**src/rtl/kbd_fifo_wb_if.sv**
```systemverilog
// rtl/kbd_fifo_wb_if.sv - CPU bus signal bundle for the keyboard FIFO register block.
interface kbd_fifo_wb_if;
    logic [15:0] bus_din;
    logic [15:0] bus_dout;
    logic [15:0] bus_addr;
    logic        bus_sync;
    logic        bus_we;
    logic        bus_stb;
    logic        bus_ack;

    modport master (
        output bus_din, bus_addr, bus_sync, bus_we, bus_stb,
        input  bus_dout, bus_ack
    );

    modport slave (
        input  bus_din, bus_addr, bus_sync, bus_we, bus_stb,
        output bus_dout, bus_ack
    );
endinterface

```
**src/rtl/kbd_fifo_wb.sv**
```systemverilog
// rtl/kbd_fifo_wb.sv - BK keyboard status/data registers with key FIFO, vector 60/274 IRQs.
// Optional typematic autorepeat built when KBD_AUTOREPEAT_EN is defined.
module kbd_fifo_wb #(
    parameter int          DEPTH     = 8,
    parameter logic [15:0] BASE_ADDR = 16'o177660,
    parameter logic [23:0] REP_DELAY = 24'd25000000,
    parameter logic [23:0] REP_RATE  = 24'd2500000
) (
    input  logic           clk_bus,
    input  logic           bus_reset,
    kbd_fifo_wb_if.slave   bus,
    output logic           virq_req60,
    input  logic           virq_ack60,
    output logic           virq_req274,
    input  logic           virq_ack274,
    input  logic           key_strobe,
    input  logic [6:0]     key_code,
    input  logic           key_alt,
    input  logic           key_held,
    output logic           key_down
);
    localparam int          AW        = $clog2(DEPTH);
    localparam logic [15:0] DATA_ADDR = BASE_ADDR + 16'd2;
    localparam logic [AW:0] CNT_FULL  = (AW + 1)'(DEPTH);

    logic [7:0]    r_mem [DEPTH];
    logic [AW-1:0] r_wr_ptr, r_rd_ptr;
    logic [AW:0]   r_count;
    logic          r_ovf, r_mask, r_ack_d, r_act_prev;
    logic          r_ack60_prev, r_ack274_prev;
    logic [6:0]    r_last_code, r_act_code;

    logic w_sel_s, w_sel_d, w_act_lvl, w_act, w_wr_s, w_rd_d;
    logic w_full, w_ready, w_key_push, w_push, w_pop, w_ovf_set, w_irq_cond;
    logic w_rep_push;
    logic [7:0] w_rep_entry, w_push_entry, w_head;
    logic w_unused;

    assign w_sel_s   = bus.bus_sync & (bus.bus_addr[15:1] == BASE_ADDR[15:1]);
    assign w_sel_d   = bus.bus_sync & (bus.bus_addr[15:1] == DATA_ADDR[15:1]) & !bus.bus_we;
    assign w_act_lvl = bus.bus_stb & (w_sel_s | w_sel_d);
    assign w_act     = w_act_lvl & !r_act_prev;
    assign w_wr_s    = w_act & w_sel_s & bus.bus_we;
    assign w_rd_d    = w_act & w_sel_d;

    assign bus.bus_ack = w_act_lvl & r_ack_d;

    assign w_head       = r_mem[r_rd_ptr];
    assign w_full       = (r_count == CNT_FULL);
    assign w_ready      = (r_count != '0);
    assign w_key_push   = key_strobe & (key_code != 7'd0);
    assign w_push_entry = w_key_push ? {key_alt, key_code} : w_rep_entry;
    assign w_pop        = w_rd_d & w_ready;
    // A pop frees a slot in the same cycle, so a full FIFO still accepts the push.
    assign w_push       = (w_key_push | w_rep_push) & (!w_full | w_pop);
    assign w_ovf_set    = w_key_push & w_full & !w_pop;
    assign w_irq_cond   = !r_mask & w_ready & !virq_req60 & !virq_req274 & !w_pop;

    always_comb begin
        bus.bus_dout = 16'h0000;
        if (w_sel_s)
            bus.bus_dout = {r_ovf, 7'b0, w_ready, r_mask, 6'b0};
        else if (w_sel_d)
            bus.bus_dout = {9'b0, r_last_code};
    end

    always_ff @(posedge clk_bus) begin
        if (w_push)
            r_mem[r_wr_ptr] <= w_push_entry;
    end

    always_ff @(posedge clk_bus) begin
        if (bus_reset) begin
            r_wr_ptr      <= '0;
            r_rd_ptr      <= '0;
            r_count       <= '0;
            r_ovf         <= 1'b0;
            r_mask        <= 1'b1;
            r_ack_d       <= 1'b0;
            r_act_prev    <= 1'b0;
            r_ack60_prev  <= 1'b0;
            r_ack274_prev <= 1'b0;
            r_last_code   <= 7'd0;
            r_act_code    <= 7'd0;
            virq_req60    <= 1'b0;
            virq_req274   <= 1'b0;
            key_down      <= 1'b0;
        end else begin
            r_ack_d       <= bus.bus_stb;
            r_act_prev    <= w_act_lvl;
            r_ack60_prev  <= virq_ack60;
            r_ack274_prev <= virq_ack274;

            if (w_push)
                r_wr_ptr <= r_wr_ptr + 1'b1;
            if (w_pop) begin
                r_rd_ptr    <= r_rd_ptr + 1'b1;
                r_last_code <= w_head[6:0];
            end
            if (w_push && !w_pop)
                r_count <= r_count + 1'b1;
            else if (w_pop && !w_push)
                r_count <= r_count - 1'b1;

            if (w_wr_s) begin
                r_mask <= bus.bus_din[6];
                if (bus.bus_din[15])
                    r_ovf <= 1'b0;
            end
            if (w_ovf_set)
                r_ovf <= 1'b1;

            // Any data read withdraws both requests; they re-arm from the remaining entries.
            if (w_rd_d) begin
                virq_req60  <= 1'b0;
                virq_req274 <= 1'b0;
            end else begin
                if (virq_ack60 && !r_ack60_prev)
                    virq_req60 <= 1'b0;
                if (virq_ack274 && !r_ack274_prev)
                    virq_req274 <= 1'b0;
                if (w_irq_cond) begin
                    virq_req274 <= w_head[7];
                    virq_req60  <= !w_head[7];
                end
            end

            if (key_strobe)
                r_act_code <= key_code;
            key_down <= key_held & (r_act_code != 7'd0);
        end
    end

`ifdef KBD_AUTOREPEAT_EN
    typedef enum logic [1:0] {ST_IDLE, ST_DELAY, ST_REPEAT} rep_state_t;

    rep_state_t  r_rep_state;
    logic [23:0] r_rep_cnt;
    logic [7:0]  r_rep_entry;

    assign w_rep_entry = r_rep_entry;
    assign w_rep_push  = (r_rep_state != ST_IDLE) & (r_rep_cnt == 24'd0) & key_held & !key_strobe;
    assign w_unused    = ^{bus.bus_din[14:7], bus.bus_din[5:0], bus.bus_addr[0]};

    always_ff @(posedge clk_bus) begin
        if (bus_reset) begin
            r_rep_state <= ST_IDLE;
            r_rep_cnt   <= 24'd0;
            r_rep_entry <= 8'd0;
        end else if (key_strobe) begin
            if (key_code != 7'd0) begin
                r_rep_state <= ST_DELAY;
                r_rep_cnt   <= REP_DELAY - 24'd1;
                r_rep_entry <= {key_alt, key_code};
            end else begin
                r_rep_state <= ST_IDLE;
            end
        end else if (!key_held) begin
            r_rep_state <= ST_IDLE;
        end else begin
            case (r_rep_state)
                ST_DELAY, ST_REPEAT: begin
                    if (r_rep_cnt == 24'd0) begin
                        r_rep_state <= ST_REPEAT;
                        r_rep_cnt   <= REP_RATE - 24'd1;
                    end else begin
                        r_rep_cnt <= r_rep_cnt - 24'd1;
                    end
                end
                default: r_rep_state <= ST_IDLE;
            endcase
        end
    end
`else
    assign w_rep_entry = 8'd0;
    assign w_rep_push  = 1'b0;
    assign w_unused    = ^{bus.bus_din[14:7], bus.bus_din[5:0], bus.bus_addr[0], REP_DELAY, REP_RATE};
`endif
endmodule

```
**src/flat_wrapper.sv**
```systemverilog
// flat-port wrapper written by rule: the top's interface ports become plain ports
module kbd_fifo_wb_flat 
#(
    parameter int          DEPTH     = 8,
    parameter logic [15:0] BASE_ADDR = 16'o177660,
    parameter logic [23:0] REP_DELAY = 24'd25000000,
    parameter logic [23:0] REP_RATE  = 24'd2500000
)
  (clk_bus, bus_reset, virq_req60, virq_ack60, virq_req274, virq_ack274, key_strobe, key_code, key_alt, key_held, key_down, bus_bus_din, bus_bus_addr, bus_bus_sync, bus_bus_we, bus_bus_stb, bus_bus_dout, bus_bus_ack);
  kbd_fifo_wb_if bus_i ();
  input  logic clk_bus;
  input  logic bus_reset;
  output logic virq_req60;
  input  logic virq_ack60;
  output logic virq_req274;
  input  logic virq_ack274;
  input  logic key_strobe;
  input  logic [6:0] key_code;
  input  logic key_alt;
  input  logic key_held;
  output logic key_down;
  input wire logic [$bits(bus_i.bus_din)-1:0] bus_bus_din;
  input wire logic [$bits(bus_i.bus_addr)-1:0] bus_bus_addr;
  input wire logic [$bits(bus_i.bus_sync)-1:0] bus_bus_sync;
  input wire logic [$bits(bus_i.bus_we)-1:0] bus_bus_we;
  input wire logic [$bits(bus_i.bus_stb)-1:0] bus_bus_stb;
  output wire logic [$bits(bus_i.bus_dout)-1:0] bus_bus_dout;
  output wire logic [$bits(bus_i.bus_ack)-1:0] bus_bus_ack;
  assign bus_i.bus_din = bus_bus_din;
  assign bus_i.bus_addr = bus_bus_addr;
  assign bus_i.bus_sync = bus_bus_sync;
  assign bus_i.bus_we = bus_bus_we;
  assign bus_i.bus_stb = bus_bus_stb;
  assign bus_bus_dout = bus_i.bus_dout;
  assign bus_bus_ack = bus_i.bus_ack;
  kbd_fifo_wb #(.DEPTH(DEPTH), .BASE_ADDR(BASE_ADDR), .REP_DELAY(REP_DELAY), .REP_RATE(REP_RATE)) u_core (.clk_bus(clk_bus), .bus_reset(bus_reset), .bus(bus_i), .virq_req60(virq_req60), .virq_ack60(virq_ack60), .virq_req274(virq_req274), .virq_ack274(virq_ack274), .key_strobe(key_strobe), .key_code(key_code), .key_alt(key_alt), .key_held(key_held), .key_down(key_down));
endmodule
```
**config.mk**
```make
export PLATFORM = sky130hd
export DESIGN_NAME = kbd_fifo_wb_flat
export DESIGN_NICKNAME = d
export VERILOG_FILES = /design/src/rtl/kbd_fifo_wb_if.sv /design/src/rtl/kbd_fifo_wb.sv /design/src/flat_wrapper.sv
export SDC_FILE = /design/constraint.sdc
export NUM_CORES = 1
export LEC_CHECK = 0
export ABC_AREA = 0
export ABC_CLOCK_PERIOD_IN_PS = 7000
export CAP_MARGIN = 0
export CORE_MARGIN = 4
export CORE_UTILIZATION = 55
export CTS_CLUSTER_DIAMETER = 80
export CTS_CLUSTER_SIZE = 10
export DETAILED_ROUTE_END_ITERATION = 6
export PLACE_DENSITY = 0.91
export SLEW_MARGIN = 20
export SYNTH_ARGS = -nofsm -noshare
export SYNTH_HDL_FRONTEND = slang
export SYNTH_SLANG_ARGS = --single-unit
```
**constraint.sdc**
```tcl
create_clock -name clk_bus -period 7 [get_ports clk_bus]
set_clock_uncertainty 0.05 [all_clocks]
set_input_delay 0.7 -clock clk_bus [delete_from_list [all_inputs] [get_ports clk_bus]]
set_output_delay 0.7 -clock clk_bus [all_outputs]
set_load 0.02 [all_outputs]
```
==> results of run 1 <==
==> cell usage after synthesis, drive strengths merged <==
library cell,count,area (um^2)
o211ai,2,15.0
nand4b,2,17.5
xor2,2,17.5
inv,6,22.5
xnor2,3,26.3
clkbuf,8,30.0
nand4,1,6.26
o21ai,4,20.0
conb,1,3.75
a211oi,1,7.51
nand2,7,26.3
a21o,1,7.51
nand2b,6,37.5
nor4b,3,26.3
a2111oi,1,8.76
mux2,9,101
nor3,6,30.0
buf,12,76.3
nor3b,5,37.5
dfxtp,36,721
nor2,28,105
or4,2,15.0
nor2b,2,12.5
a22oi,1,7.51
mux2i,10,100
and2,14,87.6
mux4,16,360
a21oi,15,75.1
ha,5,62.6
or4b,1,10.0
edfxtp,64,1920
nand3b,2,15.0
fa,1,20.0
o31ai,1,7.51
nor4,7,43.8
or4bb,1,11.3
a31o,1,8.76
or3,3,23.8
==> worst paths after layout <==
kind              cells after the start  slack (ns)            startpoint              endpoint
hold / removal                        2        0.45  u_core.r_act_code[3]  u_core.r_act_code[3]
setup reg to reg                     12        3.75     u_core.r_count[0]     u_core.r_count[3]
hold reg to reg                       2        0.45  u_core.r_act_code[3]  u_core.r_act_code[3]
setup / recovery                      6        2.67       bus_bus_addr[7]       bus_bus_dout[2]
==> cells in the final DEF, fill, tap and decap left out, types with 2 or more instances in the layout <==
master            n
xor2_1            2
and2_1           14
clkdlybuf4s50_1  46
a21oi_1          15
mux2i_1          10
o211ai_1          2
nand4b_1          2
buf_4             8
nor3_1            6
dfxtp_1          35
or4_1             2
nor2_1           28
nand2_1           7
o21ai_0           4
nor2b_1           2
nor4_1            7
nor3b_1           5
clkbuf_8          9
nor4b_1           3
conb_1            7
mux2_2            9
nand3b_1          2
ha_1              5
inv_1             6
or3_1             2
mux4_2           16
edfxtp_1         64
nand2b_1          6
clkinv_1          2
bufinv_16         2
xnor2_1           3
==> power by group through the flow <==
stage	Clock [mW]	Combinational (mW)	Sequential, mW
2_1_floorplan	0	0.145	0.713
3_3_place_gp	0	0.198	0.716
3_5_place_dp	0	0.207	0.722
4_1_cts	0.381	0.210	0.709
5_1_grt	0.412	0.234	0.715
6_report	0.377	0.209	0.710
==> area by class of cell <==
| cell class | count | area, um^2 |
|---|---|---|
| Tap cell | 99 | 124 |
| Sequential cell | 100 | 2640 |
| Fill cell | 514 | 2360 |
| Inverter | 6 | 22.5 |
| Clock inverter | 6 | 80.1 |
| Multi-Input combinational cell | 170 | 1380 |
| Clock buffer | 10 | 128 |
| Timing Repair Buffer | 54 | 520 |
==> kinds of logic (layout without fill, tap and decap cells) <==
logic type	after synthesis	in the layout
DFF	100	100
and+or+nand+nor	90	90
muxes	35	35
AOI/OAI and AO/OA	27	27
buffers and inverters	26	76
adders and majority gates	6	6
xor gates and xnor gates	5	5
other	1	7
==> routing by layer <==
| layer | up-vias | GRT usage | share of wire |
|---|---|---|---|
| li1 | 1175 | - | - |
| met4 | 0 | 0.0950 | 0.025 |
| met3 | 21 | 0.0422 | 0.065 |
| met2 | 105 | 0.353 | 0.52 |
| met1 | 1266 | 0.261 | 0.39 |
| met5 | - | 0 | 0 |
==> flip-flops by register name, summed over array words and instances, names as in the netlist, named ones only <==
| register | flops |
|---|---|
| u_core.key_down | 1 |
| u_core.r_ack274_prev | 1 |
| u_core.r_ack60_prev | 1 |
| u_core.r_ack_d | 1 |
| u_core.r_act_code | 7 |
| u_core.r_act_prev | 1 |
| u_core.r_count | 4 |
| u_core.r_last_code | 7 |
| u_core.r_mask | 1 |
| u_core.r_mem | 64 |
| u_core.r_ovf | 1 |
| u_core.r_rd_ptr | 3 |
| u_core.r_wr_ptr | 3 |
| u_core.virq_req274 | 1 |
| u_core.virq_req60 | 1 |
==> worst max-delay path: stages <==
cell and delay [ns]:
clkdlybuf4s50_1 0.46, nand4b_1 0.12, or4_1 0.71, nor3b_1 0.76, and2_1 0.23, clkdlybuf4s50_1 0.60
==> per-stage QoR <==
step | instances | worst slack, ns
2_1_floorplan | 296 | 3.41
3_3_place_gp | 429 | 2.65
3_5_place_dp | 429 | 2.62
4_1_cts | 445 | 2.61
5_1_grt | 445 | 2.51
6_report | 445 | 2.67
==> metrics, run 1 <==
GRT Residual Overflow 0; Post-CTS Resized 0; combinational family with the most area after synthesis multiplexers; RSZ-0062 raised after global routing false; DR iter-0 viols 223; Initial Util 0.569; final setup fails 0; pin count of the biggest net entering global routing 38; distinct cell type count after synthesis 41; setup TNS 0 ns; Synth Area in Compound Gates 0.0382; Logic pwr share 0.161; io pins 69; placed inst area 4690 um^2; Hold Buf Count CTS 0; Seq/Total Area, Yosys 0.640; GP Congestion 0.764; core area 7250 um^2; first-pass GRT wire length 13700 um; Area Overhead vs Synth 18.6%; n_diodes 0; Clock power frac 0.291; HP Class reg2reg; mapped cell area 4130 um^2; FMAX 231 MHz; nets 396; Slew Viols, Final 0; antenna violations before repair 0; total track usage 0.209; Slew headroom 0.400; worst-case clock buffer depth 2; H-tree level count 3; Power Density 265 nW/um^2; pin slew with the least headroom to its limit 0.896 ns; drt drc 0; minimum clock period 4.33 ns; fin area 4900 um^2; Clock Latency Late Sink 0.36 ns; endpoint class of the critical path primary output; die area 8950 um^2; die height 94.6 um; Synth Warn # 0; TritonCTS sink count 100; Syn Area/Cell 14.2 um^2; crit path launch type input port; Clock transition at path regs 0.09 ns; Core Util, Final 0.675; sw frac 0.246; IR drop worst, VDD 0.170 mV; Rows 31; flop and latch count out of synthesis 100; Synth Area in XOR/XNOR 0.0106; TritonRoute pass-1 iters 4; Gate Count Post-Synth 290; Die X 94.6 um; Final period util 0.618; crit path max fanout 9; post-synthesis mux area share 0.136; Psw 318 uW; simple-gate portion of the synthesized area 0.122; Routed WL 8480 um; antenna-violating nets left 0; average wire per standard cell 19.1 um; status finished, final reports clean; share of layout cells above drive strength 1 0.145; Pleak 1.72 nW; Req. time, crit path 6.25 ns; CP Class in2out; postcts setup bufs 0; Tot Pwr 1.30 mW; Vias/cell 5.77; CTS tree done; number of global-route vias before repair 2631; Port Buffers 46; cts bufs inserted 9; crit path DAT 3.58 ns; post-detail-place hpwl 5920 um; final hold vios 0; Vias 2567; internal power 977 uW; Seq pwr share 0.548; Post-Synth Adder-Cell Area 0.0200; Min Hold Slack 0.448 ns; root buf cell clkbuf_8; max_cap viols 0
No activity file was read; power rests on OpenSTA's default activity.
==> run 2: changes to the inputs <==
--- a/config.mk
+++ b/config.mk
@@ -6,14 +6,14 @@
 export NUM_CORES = 1
 export LEC_CHECK = 0
 export ABC_AREA = 0
-export ABC_CLOCK_PERIOD_IN_PS = 7000
+export ABC_CLOCK_PERIOD_IN_PS = 3600
 export CAP_MARGIN = 0
 export CORE_MARGIN = 4
-export CORE_UTILIZATION = 55
+export CORE_UTILIZATION = 48
 export CTS_CLUSTER_DIAMETER = 80
 export CTS_CLUSTER_SIZE = 10
 export DETAILED_ROUTE_END_ITERATION = 6
-export PLACE_DENSITY = 0.91
+export PLACE_DENSITY = 0.85
 export SLEW_MARGIN = 20
 export SYNTH_ARGS = -nofsm -noshare
 export SYNTH_HDL_FRONTEND = slang
==> constraint.sdc (replaced) <==
create_clock -name clk_bus -period 3.6 [get_ports clk_bus]
set_clock_uncertainty 0.05 [all_clocks]
set_input_delay 0.36 -clock clk_bus [delete_from_list [all_inputs] [get_ports clk_bus]]
set_output_delay 0.36 -clock clk_bus [all_outputs]
set_load 0.02 [all_outputs]
==> run 2 against run 1 <==
  * Register-to-register slack got worse by 3.1 ns
  * Highest routed layer unchanged
  * Combinational power increased by 99%
  * Cell count rose by 3.4%
  * Clock power rose by 92%
  * Critical endpoint is now bus_bus_dout[5]
  * Power grew 94%
  * Largest cell class unchanged
  * Sequential share of layout area is 0.79 points lower
  * Setup slack worse by 2.3 ns
==> metrics, run 2 (same netlist as run 1, synthesis figures left out) <==
postcts setup bufs 0 (unchanged); first-pass GRT wire length 12500 um (was 13700 um); GP Congestion 0.775 (was 0.764); final worst slack 0.391 ns (was 2.67 ns); Critical Path Start bus_bus_addr[3] (was bus_bus_addr[7]); cell depth of the worst flop-to-flop path 12 (unchanged); crit path DAT 2.80 ns (was 3.58 ns); Hold Buf Count CTS 0 (unchanged); Vias 2522 (was 2567); Die X 101 um (was 94.6 um); Routed WL 7940 um (was 8480 um); IR drop worst, VDD 0.313 mV (was 0.170 mV); pin count of the biggest net entering global routing 37 (was 38); CTS tree done (unchanged); TritonCTS sink count 100 (unchanged); nets 405 (was 396); status finished, final reports clean (unchanged); FMAX 312 MHz; share of layout cells above drive strength 1 0.175 (was 0.145); Req. time, crit path 3.19 ns (was 6.25 ns); Clock transition at path regs 0.09 ns (about the same); slowest stage cell, crit path clkdlybuf4s50_1 (was nor3b_1); final hold vios 0 (unchanged); Min Hold Slack 0.446 ns (was 0.448 ns); GRT Residual Overflow 0 (unchanged); Slew headroom 0.470 (was 0.400); drt drc 0 (unchanged); fin area 4970 um^2 (was 4900 um^2); crit path max fanout 8 (was 9); Clock Latency Late Sink 0.36 ns (about the same); Post-CTS Resized 0 (unchanged); minimum clock period 3.21 ns; placed inst area 4760 um^2 (was 4690 um^2); number of global-route vias before repair 2486 (was 2631); dpl ws 0.135 ns (was 2.62 ns); max_cap viols 0 (unchanged); total track usage 0.164 (was 0.209); endpoint class of the critical path primary output (unchanged); worst path cell trace clkdlybuf4s50_1 > nand4b_1 > or4_1 > buf_4 > nor3b_1 > buf_4 > and2_1 > clkdlybuf4s50_1 (was clkdlybuf4s50_1 > nand4b_1 > or4_1 > nor3b_1 > and2_1 > clkdlybuf4s50_1); Slew Viols, Final 0 (unchanged); pin slew with the least headroom to its limit 0.794 ns (was 0.896 ns); antenna-violating nets left 0 (unchanged); Final period util 0.891; H-tree level count 3 (unchanged); cts bufs inserted 9 (unchanged); Fill cells 623 (was 514); Initial Util 0.497 (was 0.569); root buf cell clkbuf_8 (unchanged); most common cell after layout, fill and taps aside edfxtp_1 (unchanged); Power Density 506 nW/um^2 (was 265 nW/um^2); Finished Layout Cells 460 (was 445); crit path launch type input port (unchanged); Port Buffers 46 (unchanged); worst-case clock buffer depth 2 (unchanged); io pins 69 (unchanged); reg-to-reg setup timing slack 0.70 ns (was 3.75 ns); Pleak 1.77 nW (was 1.72 nW); HP Class reg2reg (unchanged); register with the most flip-flops u_core.r_mem (unchanged); final setup fails 0 (unchanged); TritonRoute pass-1 iters 4 (unchanged); Rows 33 (was 31); placed cell count 444 (was 429); setup TNS 0 ns (unchanged); Largest regs u_core.r_mem (64), u_core.r_act_code (7), u_core.r_last_code (7) (unchanged); max FFs per register 64 (unchanged); Vias/cell 5.48 (was 5.77); FF-to-FF End u_core.r_count[3] (unchanged); RSZ-0062 raised after global routing false (unchanged); antenna violations before repair 0 (unchanged); Reg2Reg Launch Point u_core.r_act_prev (was u_core.r_count[0]); n_diodes 0 (unchanged); die height 101 um (was 94.6 um); Setup crit end bus_bus_dout[5] (was bus_bus_dout[2]); CP Class in2out (unchanged); Area Overhead vs Synth 20.4% (was 18.6%); post-detail-place hpwl 5610 um (was 5920 um); Critical Path Max Stage Delay 0.61 ns (was 0.76 ns); commonest cells after routing, fill and taps aside 64 x edfxtp_1, 46 x clkdlybuf4s50_1, 35 x dfxtp_1 (unchanged); DR iter-0 viols 170 (was 223); core area 8300 um^2 (was 7250 um^2); die area 10100 um^2 (was 8950 um^2); average wire per standard cell 17.3 um (was 19.1 um)
run 2: cell type report:
cell class,count,area (um^2),area share
Sequential cell,100,2640,0.532
Multi-Input combinational cell,170,1380,0.277
Timing Repair Buffer,63,588,0.118
Tap cell,105,131,0.0264
Clock buffer,9,124,0.0249
Clock inverter,7,81.3,0.0164
Inverter,6,22.5,0.00453
run 2: worst max-delay path, delay by kind of cell:
kind | cells | cell delay, ns
simple gates | 4 | 1.08
buf+inv | 4 | 1.37
run 2: per-stage QoR:
step	power, mW	utilization
3_5_place_dp	1.82	0.574
2_1_floorplan	1.67	-
4_1_cts	2.54	0.599
6_report	2.51	0.599
5_1_grt	2.64	0.599
3_3_place_gp	1.79	0.574
run 2: power breakdown:
part	switching (mW)	internal (mW)	total [mW]	leakage, nW
sequential	0.0578	1.32	1.37	0.885
combinational	0.206	0.209	0.415	0.776
clock	0.392	0.333	0.725	0.107
run 2: how the worst min path moves through the flow:
stage / from / endpoint / cells after the start
floorplan: u_core.r_act_code[5] / u_core.r_act_code[5] / 2
detailed placement: u_core.r_act_code[4] / u_core.r_act_code[4] / 2
global route: u_core.r_last_code[1] / u_core.r_last_code[1] / 2
global placement: u_core.r_act_code[2] / u_core.r_act_code[2] / 2
CTS: u_core.r_act_code[4] / u_core.r_act_code[4] / 2
finish: u_core.r_last_code[0] / u_core.r_last_code[0] / 2
run 2: routing by layer:
metal / share of wire / global-route usage
met1: 0.42 / 0.206
met2: 0.51 / 0.279
met3: 0.050 / 0.0304
met4: 0.019 / 0.0663
met5: 0 / 0
